**src/rtl/md_pkg.sv**
```systemverilog
// Shared definitions for the multiply/divide sequencer and the MD datapath:
// E-stage op encodings, datapath start_op encodings, FSM state type and
// default latencies.
package md_pkg;

    localparam int unsigned MD_OP_W        = 3;
    localparam int unsigned MD_START_OP_W  = 2;
    localparam int unsigned MD_CNT_W       = 4;
    localparam int unsigned MD_MULT_CYCLES = 5;
    localparam int unsigned MD_DIV_CYCLES  = 10;

    typedef enum logic [MD_OP_W-1:0] {
        MD_NONE  = 3'd0,
        MD_MULT  = 3'd1,
        MD_MULTU = 3'd2,
        MD_DIV   = 3'd3,
        MD_DIVU  = 3'd4,
        MD_MTHI  = 3'd5,
        MD_MTLO  = 3'd6,
        MD_RSVD  = 3'd7
    } md_op_t;

    typedef enum logic [MD_START_OP_W-1:0] {
        SOP_MULT  = 2'd0,
        SOP_MULTU = 2'd1,
        SOP_DIV   = 2'd2,
        SOP_DIVU  = 2'd3
    } md_start_op_t;

    typedef enum logic [1:0] {
        ST_IDLE    = 2'd0,
        ST_RUN_MUL = 2'd1,
        ST_RUN_DIV = 2'd2
    } md_state_t;

    // Ops that launch the multi-cycle datapath
    function automatic logic is_md_op(input md_op_t op);
        return (op == MD_MULT) || (op == MD_MULTU) || (op == MD_DIV) || (op == MD_DIVU);
    endfunction

    // Ops that write HI/LO directly
    function automatic logic is_mt_op(input md_op_t op);
        return (op == MD_MTHI) || (op == MD_MTLO);
    endfunction

endpackage

```
**src/rtl/md_ctrl_if.sv**
```systemverilog
// Pipeline <-> MD sequencer signal bundle.
//   master: pipeline side (drives E-stage op, flush, D-stage HI/LO use)
//   slave : md_ctrl side (drives start/start_op, mt_we/mt_hi, busy, done,
//           stall, proto_err)
interface md_ctrl_if;
    import md_pkg::*;

    logic                     e_valid;
    logic [MD_OP_W-1:0]       e_md_op;
    logic                     flush;
    logic                     d_hilo_use;
    logic                     start;
    logic [MD_START_OP_W-1:0] start_op;
    logic                     mt_we;
    logic                     mt_hi;
    logic                     busy;
    logic                     done;
    logic                     stall;
    logic                     proto_err;

    modport master (
        output e_valid, e_md_op, flush, d_hilo_use,
        input  start, start_op, mt_we, mt_hi, busy, done, stall, proto_err
    );

    modport slave (
        input  e_valid, e_md_op, flush, d_hilo_use,
        output start, start_op, mt_we, mt_hi, busy, done, stall, proto_err
    );

endinterface

```
**src/rtl/md_lat_cnt.sv**
```systemverilog
// Loadable latency down-counter with last-cycle detect.
//   clk, reset : clock, synchronous active-high reset
//   load       : load load_val this cycle (takes priority over decrement)
//   load_val   : latency to load
//   is_one     : counter currently holds 1 (final busy cycle)
module md_lat_cnt #(
    parameter int unsigned CNT_W = 4
) (
    input  logic             clk,
    input  logic             reset,
    input  logic             load,
    input  logic [CNT_W-1:0] load_val,
    output logic             is_one
);

    logic [CNT_W-1:0] cnt;

    // Decrement saturates at zero so the counter can never wrap
    always_ff @(posedge clk) begin
        if (reset) begin
            cnt <= '0;
        end else if (load) begin
            cnt <= load_val;
        end else if (cnt != '0) begin
            cnt <= cnt - CNT_W'(1);
        end
    end

    assign is_one = (cnt == CNT_W'(1));

endmodule

```
**src/rtl/md_ctrl.sv**
```systemverilog
// Multiply/divide sequencer and HI/LO hazard controller.
//   clk, reset : clock, synchronous active-high reset
//   bus        : md_ctrl_if.slave
//       in : e_valid, e_md_op, flush, d_hilo_use
//       out: start, start_op, mt_we, mt_hi (combinational)
//            busy, done, proto_err (from registered state), stall
module md_ctrl
    import md_pkg::*;
#(
    parameter int unsigned MULT_CYCLES = MD_MULT_CYCLES,
    parameter int unsigned DIV_CYCLES  = MD_DIV_CYCLES,
    parameter int unsigned CNT_W       = MD_CNT_W
) (
    input logic      clk,
    input logic      reset,
    md_ctrl_if.slave bus
);

    md_state_t                state_q;
    md_state_t                state_d;
    md_op_t                   op;
    logic                     live;
    logic                     start;
    logic [MD_START_OP_W-1:0] start_op;
    logic                     mt_we;
    logic                     mt_hi;
    logic                     cnt_load;
    logic [CNT_W-1:0]         cnt_val;
    logic                     cnt_is_one;
    logic                     proto_set;
    logic                     proto_err_q;
    logic                     busy;

    assign op   = md_op_t'(bus.e_md_op);
    // E-stage slot is ignored while reset is asserted
    assign live = bus.e_valid & ~reset;

    md_lat_cnt #(.CNT_W(CNT_W)) u_cnt (
        .clk      (clk),
        .reset    (reset),
        .load     (cnt_load),
        .load_val (cnt_val),
        .is_one   (cnt_is_one)
    );

    // State register
    always_ff @(posedge clk) begin
        if (reset) begin
            state_q <= ST_IDLE;
        end else begin
            state_q <= state_d;
        end
    end

    // Sticky protocol-violation flag
    always_ff @(posedge clk) begin
        if (reset) begin
            proto_err_q <= 1'b0;
        end else if (proto_set) begin
            proto_err_q <= 1'b1;
        end
    end

    // Next state and combinational strobes
    always_comb begin
        state_d   = state_q;
        start     = 1'b0;
        start_op  = '0;
        mt_we     = 1'b0;
        mt_hi     = 1'b0;
        cnt_load  = 1'b0;
        cnt_val   = '0;
        proto_set = 1'b0;
        unique case (state_q)
            ST_IDLE: begin
                // flush cancels the E-stage op outright
                if (live && !bus.flush) begin
                    if (is_md_op(op)) begin
                        start    = 1'b1;
                        start_op = MD_START_OP_W'(bus.e_md_op - MD_OP_W'(1));
                        cnt_load = 1'b1;
                        if (op == MD_MULT || op == MD_MULTU) begin
                            cnt_val = CNT_W'(MULT_CYCLES);
                            state_d = ST_RUN_MUL;
                        end else begin
                            cnt_val = CNT_W'(DIV_CYCLES);
                            state_d = ST_RUN_DIV;
                        end
                    end else if (is_mt_op(op)) begin
                        mt_we = 1'b1;
                        mt_hi = (op == MD_MTHI);
                    end
                end
            end
            ST_RUN_MUL, ST_RUN_DIV: begin
                // In-flight op was committed before the exception point,
                // so flush does not abort it
                if (cnt_is_one) begin
                    state_d = ST_IDLE;
                end
                if (live && (is_md_op(op) || is_mt_op(op))) begin
                    proto_set = 1'b1;
                end
            end
            default: state_d = ST_IDLE;
        endcase
    end

    assign busy = (state_q != ST_IDLE);

    assign bus.start     = start;
    assign bus.start_op  = start_op;
    assign bus.mt_we     = mt_we;
    assign bus.mt_hi     = mt_hi;
    assign bus.busy      = busy;
    assign bus.done      = busy & cnt_is_one;
    assign bus.stall     = bus.d_hilo_use & (start | busy);
    assign bus.proto_err = proto_err_q;

endmodule

```
**src/flat_wrapper.sv**
```systemverilog
// flat-port wrapper written by rule: the top's interface ports become plain ports
module md_ctrl_flat import md_pkg::*;
#(
    parameter int unsigned MULT_CYCLES = MD_MULT_CYCLES,
    parameter int unsigned DIV_CYCLES  = MD_DIV_CYCLES,
    parameter int unsigned CNT_W       = MD_CNT_W
)
  (clk, reset, bus_e_valid, bus_e_md_op, bus_flush, bus_d_hilo_use, bus_start, bus_start_op, bus_mt_we, bus_mt_hi, bus_busy, bus_done, bus_stall, bus_proto_err);
  md_ctrl_if bus_i ();
  input logic clk;
  input logic reset;
  input wire logic [$bits(bus_i.e_valid)-1:0] bus_e_valid;
  input wire logic [$bits(bus_i.e_md_op)-1:0] bus_e_md_op;
  input wire logic [$bits(bus_i.flush)-1:0] bus_flush;
  input wire logic [$bits(bus_i.d_hilo_use)-1:0] bus_d_hilo_use;
  output wire logic [$bits(bus_i.start)-1:0] bus_start;
  output wire logic [$bits(bus_i.start_op)-1:0] bus_start_op;
  output wire logic [$bits(bus_i.mt_we)-1:0] bus_mt_we;
  output wire logic [$bits(bus_i.mt_hi)-1:0] bus_mt_hi;
  output wire logic [$bits(bus_i.busy)-1:0] bus_busy;
  output wire logic [$bits(bus_i.done)-1:0] bus_done;
  output wire logic [$bits(bus_i.stall)-1:0] bus_stall;
  output wire logic [$bits(bus_i.proto_err)-1:0] bus_proto_err;
  assign bus_i.e_valid = bus_e_valid;
  assign bus_i.e_md_op = bus_e_md_op;
  assign bus_i.flush = bus_flush;
  assign bus_i.d_hilo_use = bus_d_hilo_use;
  assign bus_start = bus_i.start;
  assign bus_start_op = bus_i.start_op;
  assign bus_mt_we = bus_i.mt_we;
  assign bus_mt_hi = bus_i.mt_hi;
  assign bus_busy = bus_i.busy;
  assign bus_done = bus_i.done;
  assign bus_stall = bus_i.stall;
  assign bus_proto_err = bus_i.proto_err;
  md_ctrl #(.MULT_CYCLES(MULT_CYCLES), .DIV_CYCLES(DIV_CYCLES), .CNT_W(CNT_W)) u_core (.clk(clk), .reset(reset), .bus(bus_i));
endmodule
```
**config.mk**
```make
export PLATFORM = sky130hd
export DESIGN_NAME = md_ctrl_flat
export DESIGN_NICKNAME = d
export VERILOG_FILES = /design/src/rtl/md_pkg.sv /design/src/rtl/md_ctrl_if.sv /design/src/rtl/md_lat_cnt.sv /design/src/rtl/md_ctrl.sv /design/src/flat_wrapper.sv
export SDC_FILE = /design/constraint.sdc
export NUM_CORES = 1
export LEC_CHECK = 0
export ABC_AREA = 1
export ABC_CLOCK_PERIOD_IN_PS = 2040
export BUFFER_PORTS_ARGS = -buffer_cell sky130_fd_sc_hd__buf_4
export CORE_MARGIN = 5
export CORE_UTILIZATION = 40
export CTS_BUF_LIST = sky130_fd_sc_hd__clkbuf_8
export DETAILED_ROUTE_END_ITERATION = 12
export GPL_TIMING_DRIVEN = 0
export PLACE_DENSITY = 0.65
export SLEW_MARGIN = 20
export SYNTH_ARGS = -nofsm -noshare
export SYNTH_HDL_FRONTEND = slang
export SYNTH_SLANG_ARGS = --single-unit
```
**constraint.sdc**
```tcl
create_clock -name clk -period 2.04 [get_ports clk]
set_input_delay 0.306 -clock clk [delete_from_list [all_inputs] [get_ports clk]]
set_output_delay 0.306 -clock clk [all_outputs]
set_load 0.03 [all_outputs]
```
==> PnR_summary.wiki <==
{| class="wikitable"
! Metric !! Value
|-
| Result of the run || complete, no violations
|-
| Max Transition Viols Final || 0
|-
| Comb power frac || 50.1%
|-
| Clock latency on the worst-skew pair || 0.23 ns
|-
| Placer's final routability congestion estimate || 0.765
|-
| CTS max path bufs || 2
|-
| Leading post-synthesis cells by cell area || dfxtp_1, ha_1, nand2_1
|-
| Number of antenna violations at the first check in global routing || 0
|-
| Number of global-route vias before repair || 561
|-
| Data required time of the worst path || 1.73 ns
|-
| Die Area || 0.00253 mm^2
|-
| Gates resized, CTS repair || 0
|-
| Number of filler cells placed in the layout || 157
|-
| Overall via count from detail_route || 617
|-
| Reported max-cap violation count || 0
|-
| Clock-pin transition on the worst setup and hold timing paths || 0.04 ns
|-
| FF+latch count, synth || 7
|-
| Transition time at the pin with the least slew margin || 0.286 ns
|-
| Via count normalized by instance count || 4.57
|-
| 1st-pass router iterations || 4
|-
| Overflow after GRT || 0
|-
| Number of failing setup endpoints in the final timing report || 0
|-
| Core Rows || 14
|-
| Worst slew margin relative to its limit || 80.9%
|-
| Switching part of the total || 40.9%
|-
| Fraction of power consumed by the clock network || 25.1%
|-
| Die height || 50.3 um
|-
| Area of the core || 0.00152 mm^2
|-
| Number of sinks handled by clock tree synthesis || 7
|-
| Wire per inst || 10.4 um
|-
| Fmax || 0.527 GHz
|-
| Cts bufs inserted || 3
|-
| Top-area cell type share of the netlist area || 21.6%
|-
| Final period utilization || 93.0%
|-
| Post-Route WL || 1.41 mm
|-
| Synthesized area || 648 um^2
|-
| R2R setup slack || 0.75 ns
|-
| Worst Setup Start Kind || register
|-
| Post-CTS Setup Bufs || 0
|-
| Total DRC errors in the routed layout || 0
|-
| Largest net degree at the start of global routing || 11
|-
| Hold Crit Depth || 2
|-
| Htree depth || 1
|-
| Sequential fraction of design power || 24.9%
|-
| Max rail drop VDD || 0.491 mV
|-
| Final cell count without fillers || 135
|-
| Worst R2R Path Depth || 8
|-
| Antenna violation net count after detailed routing || 0
|-
| Synthesized instance count || 99
|-
| Overall global routing resource usage || 12.2%
|-
| Number of primary I/O pins || 17
|-
| Share of the yosys chip area belonging to registers || 21.6%
|-
| Smallest hold slack || 0.256 ns
|-
| Worst Setup End Kind || output port
|-
| Synth-to-Final Area Change || 28.6%
|-
| Initial core utilization || 42.5%
|-
| Post-CTS Hold Buffers || 0
|-
| Warnings, synthesis || 0
|-
| Mean instance size in the synthesized netlist || 6.55 um^2
|-
| Share of post-route cells with drive strength above 1 || 29.4%
|-
| Nets@finish || 136
|-
| Distinct cell type count after synthesis || 18
|-
| Number of hold-slack violations in the final timing report || 0
|-
| Max Clock Skew || 0.00249 ns
|-
| Number of port buffers || 16
|-
| Endpoint of the lowest-slack register-to-register path || u_core.state_q[1]
|-
| Type of the most critical hold path || input port to register
|-
| First-pass GRT wire length || 2.36 mm
|-
| Internal power contribution || 460 uW
|-
| Clock root buffer || clkbuf_8
|-
| Synth area leader || dfxtp_1
|-
| Setup repair after global routing missed its margin || false
|-
| Placed cell count || 131
|-
| N_diodes || 0
|-
| Leakage power summed over all cells || 0.000459 uW
|-
| Clock tree from TritonCTS || built
|-
| Launch point of the worst reg-to-reg path || u_core.state_q[0]
|-
| Sw Pwr || 319 uW
|-
| Data arrival time of the critical path || 1.59 ns
|-
| Number of nets in the synthesized netlist || 115
|-
| Setup CP Type || register to output port
|-
| Min-delay src || reset
|-
| Final min period || 1.90 ns
|-
| Starting DRT DRC Count || 3
|-
| Final HPWL from detailed placement || 1.13 mm
|-
| Die Width || 50.3 um
|-
| Power per Cell Area || 935 mW/mm^2
|-
| Endpoint of the worst hold path || u_core.state_q[1]
|-
| Crit Path Max Fanout || 6
|}
==> power by group through the flow <==
stage                     logic, uW  registers [uW]  clock network, uW
after detailed placement        384             195                  0
after CTS                       394             193                203
after global placement          379             195                  0
after global routing            449             198                215
after floorplan                 306             193                  0
final                           390             194                195
==> area by class of cell <==
cell class	count	area, um^2	share of cell area [%]
inverter	19	71.3	8.56
sequential	7	140	16.8
clock buffer	3	41.3	4.95
timing repair buffer	16	120	14.4
tap	16	20.0	2.40
multi-input combinational	73	437	52.4
clock inverter	1	3.75	0.450
==> registers in the layout (all words and copies together) (netlist names) <==
name                  cells
u_core.u_cnt.cnt          4
u_core.state_q            2
u_core.bus.proto_err      1
==> cell families (layout without fill, tap and decap cells) <==
group | count (synthesis) | count (layout) | synth area share [%]
xor+xnor | 2 | 2 | 2.70
compound gates | 7 | 7 | 6.37
buf+inv | 19 | 39 | 11.0
simple gates | 56 | 56 | 42.9
fa+ha+maj | 8 | 8 | 15.4
flops | 7 | 7 | 21.6
==> critical path, stage by stage (launching register included) <==
cell and delay, ns:
dfxtp_1 0.29, inv_1 0.07, ha_1 0.32, inv_2 0.11, nor2_4 0.12, nand2_2 0.07
nor4_1 0.18, buf_4 0.21
==> worst max path at each step <==
stage	slack, ns	endpoint	depth (start not counted)	startpoint
2_1_floorplan	-0.13	bus_mt_hi	6	u_core.state_q[0]
3_3_place_gp	0.23	bus_mt_we	9	bus_e_md_op[0]
3_5_place_dp	0.19	bus_mt_hi	9	bus_e_md_op[0]
4_1_cts	0.12	bus_mt_we	7	u_core.state_q[0]
5_1_grt	0.009	bus_mt_hi	7	u_core.state_q[0]
6_report	0.14	bus_mt_we	7	u_core.state_q[0]
==> layout by cell type, fill, tap and decap left out, drive strengths merged <==
master  instances
nor4            2
a21boi          1
nand2          30
dfxtp           7
nand4           1
clkbuf          3
nand3           6
xor2            1
nor2           17
buf            16
a21oi           6
inv            20
xnor2           1
ha              8
==> stage by stage <==
step	setup TNS (ns)	util [%]	worst slack, ns	cell area, um^2	total power (uW)
2_1_floorplan	-0.269	-	-0.134	648	499
3_3_place_gp	0	51.7	0.232	788	574
3_5_place_dp	0	51.7	0.194	788	579
4_1_cts	0	54.7	0.123	833	790
5_1_grt	0	54.7	0.00943	833	861
6_report	0	54.7	0.143	833	779
==> metal layers <==
layer / wire, um / track usage (%) / part of all wire (%)
met1: 671 / 14.0 / 48
met4: 26 / 6.11 / 1.8
met2: 634 / 19.0 / 45
met5: 0 / 0 / 0
met3: 76 / 5.33 / 5.4
==> synth_stat cells <==
master	count
a21oi_2	1
nand2_1	22
nand3_4	1
xnor2_1	1
nand2_2	8
xor2_1	1
nand3_1	4
inv_2	3
a21boi_0	1
nor2_4	2
nor4_1	2
nor2_1	15
nand4_1	1
a21oi_1	5
dfxtp_1	7
inv_1	16
ha_1	8
nand3_2	1
Power figures use the tool's default switching activity.
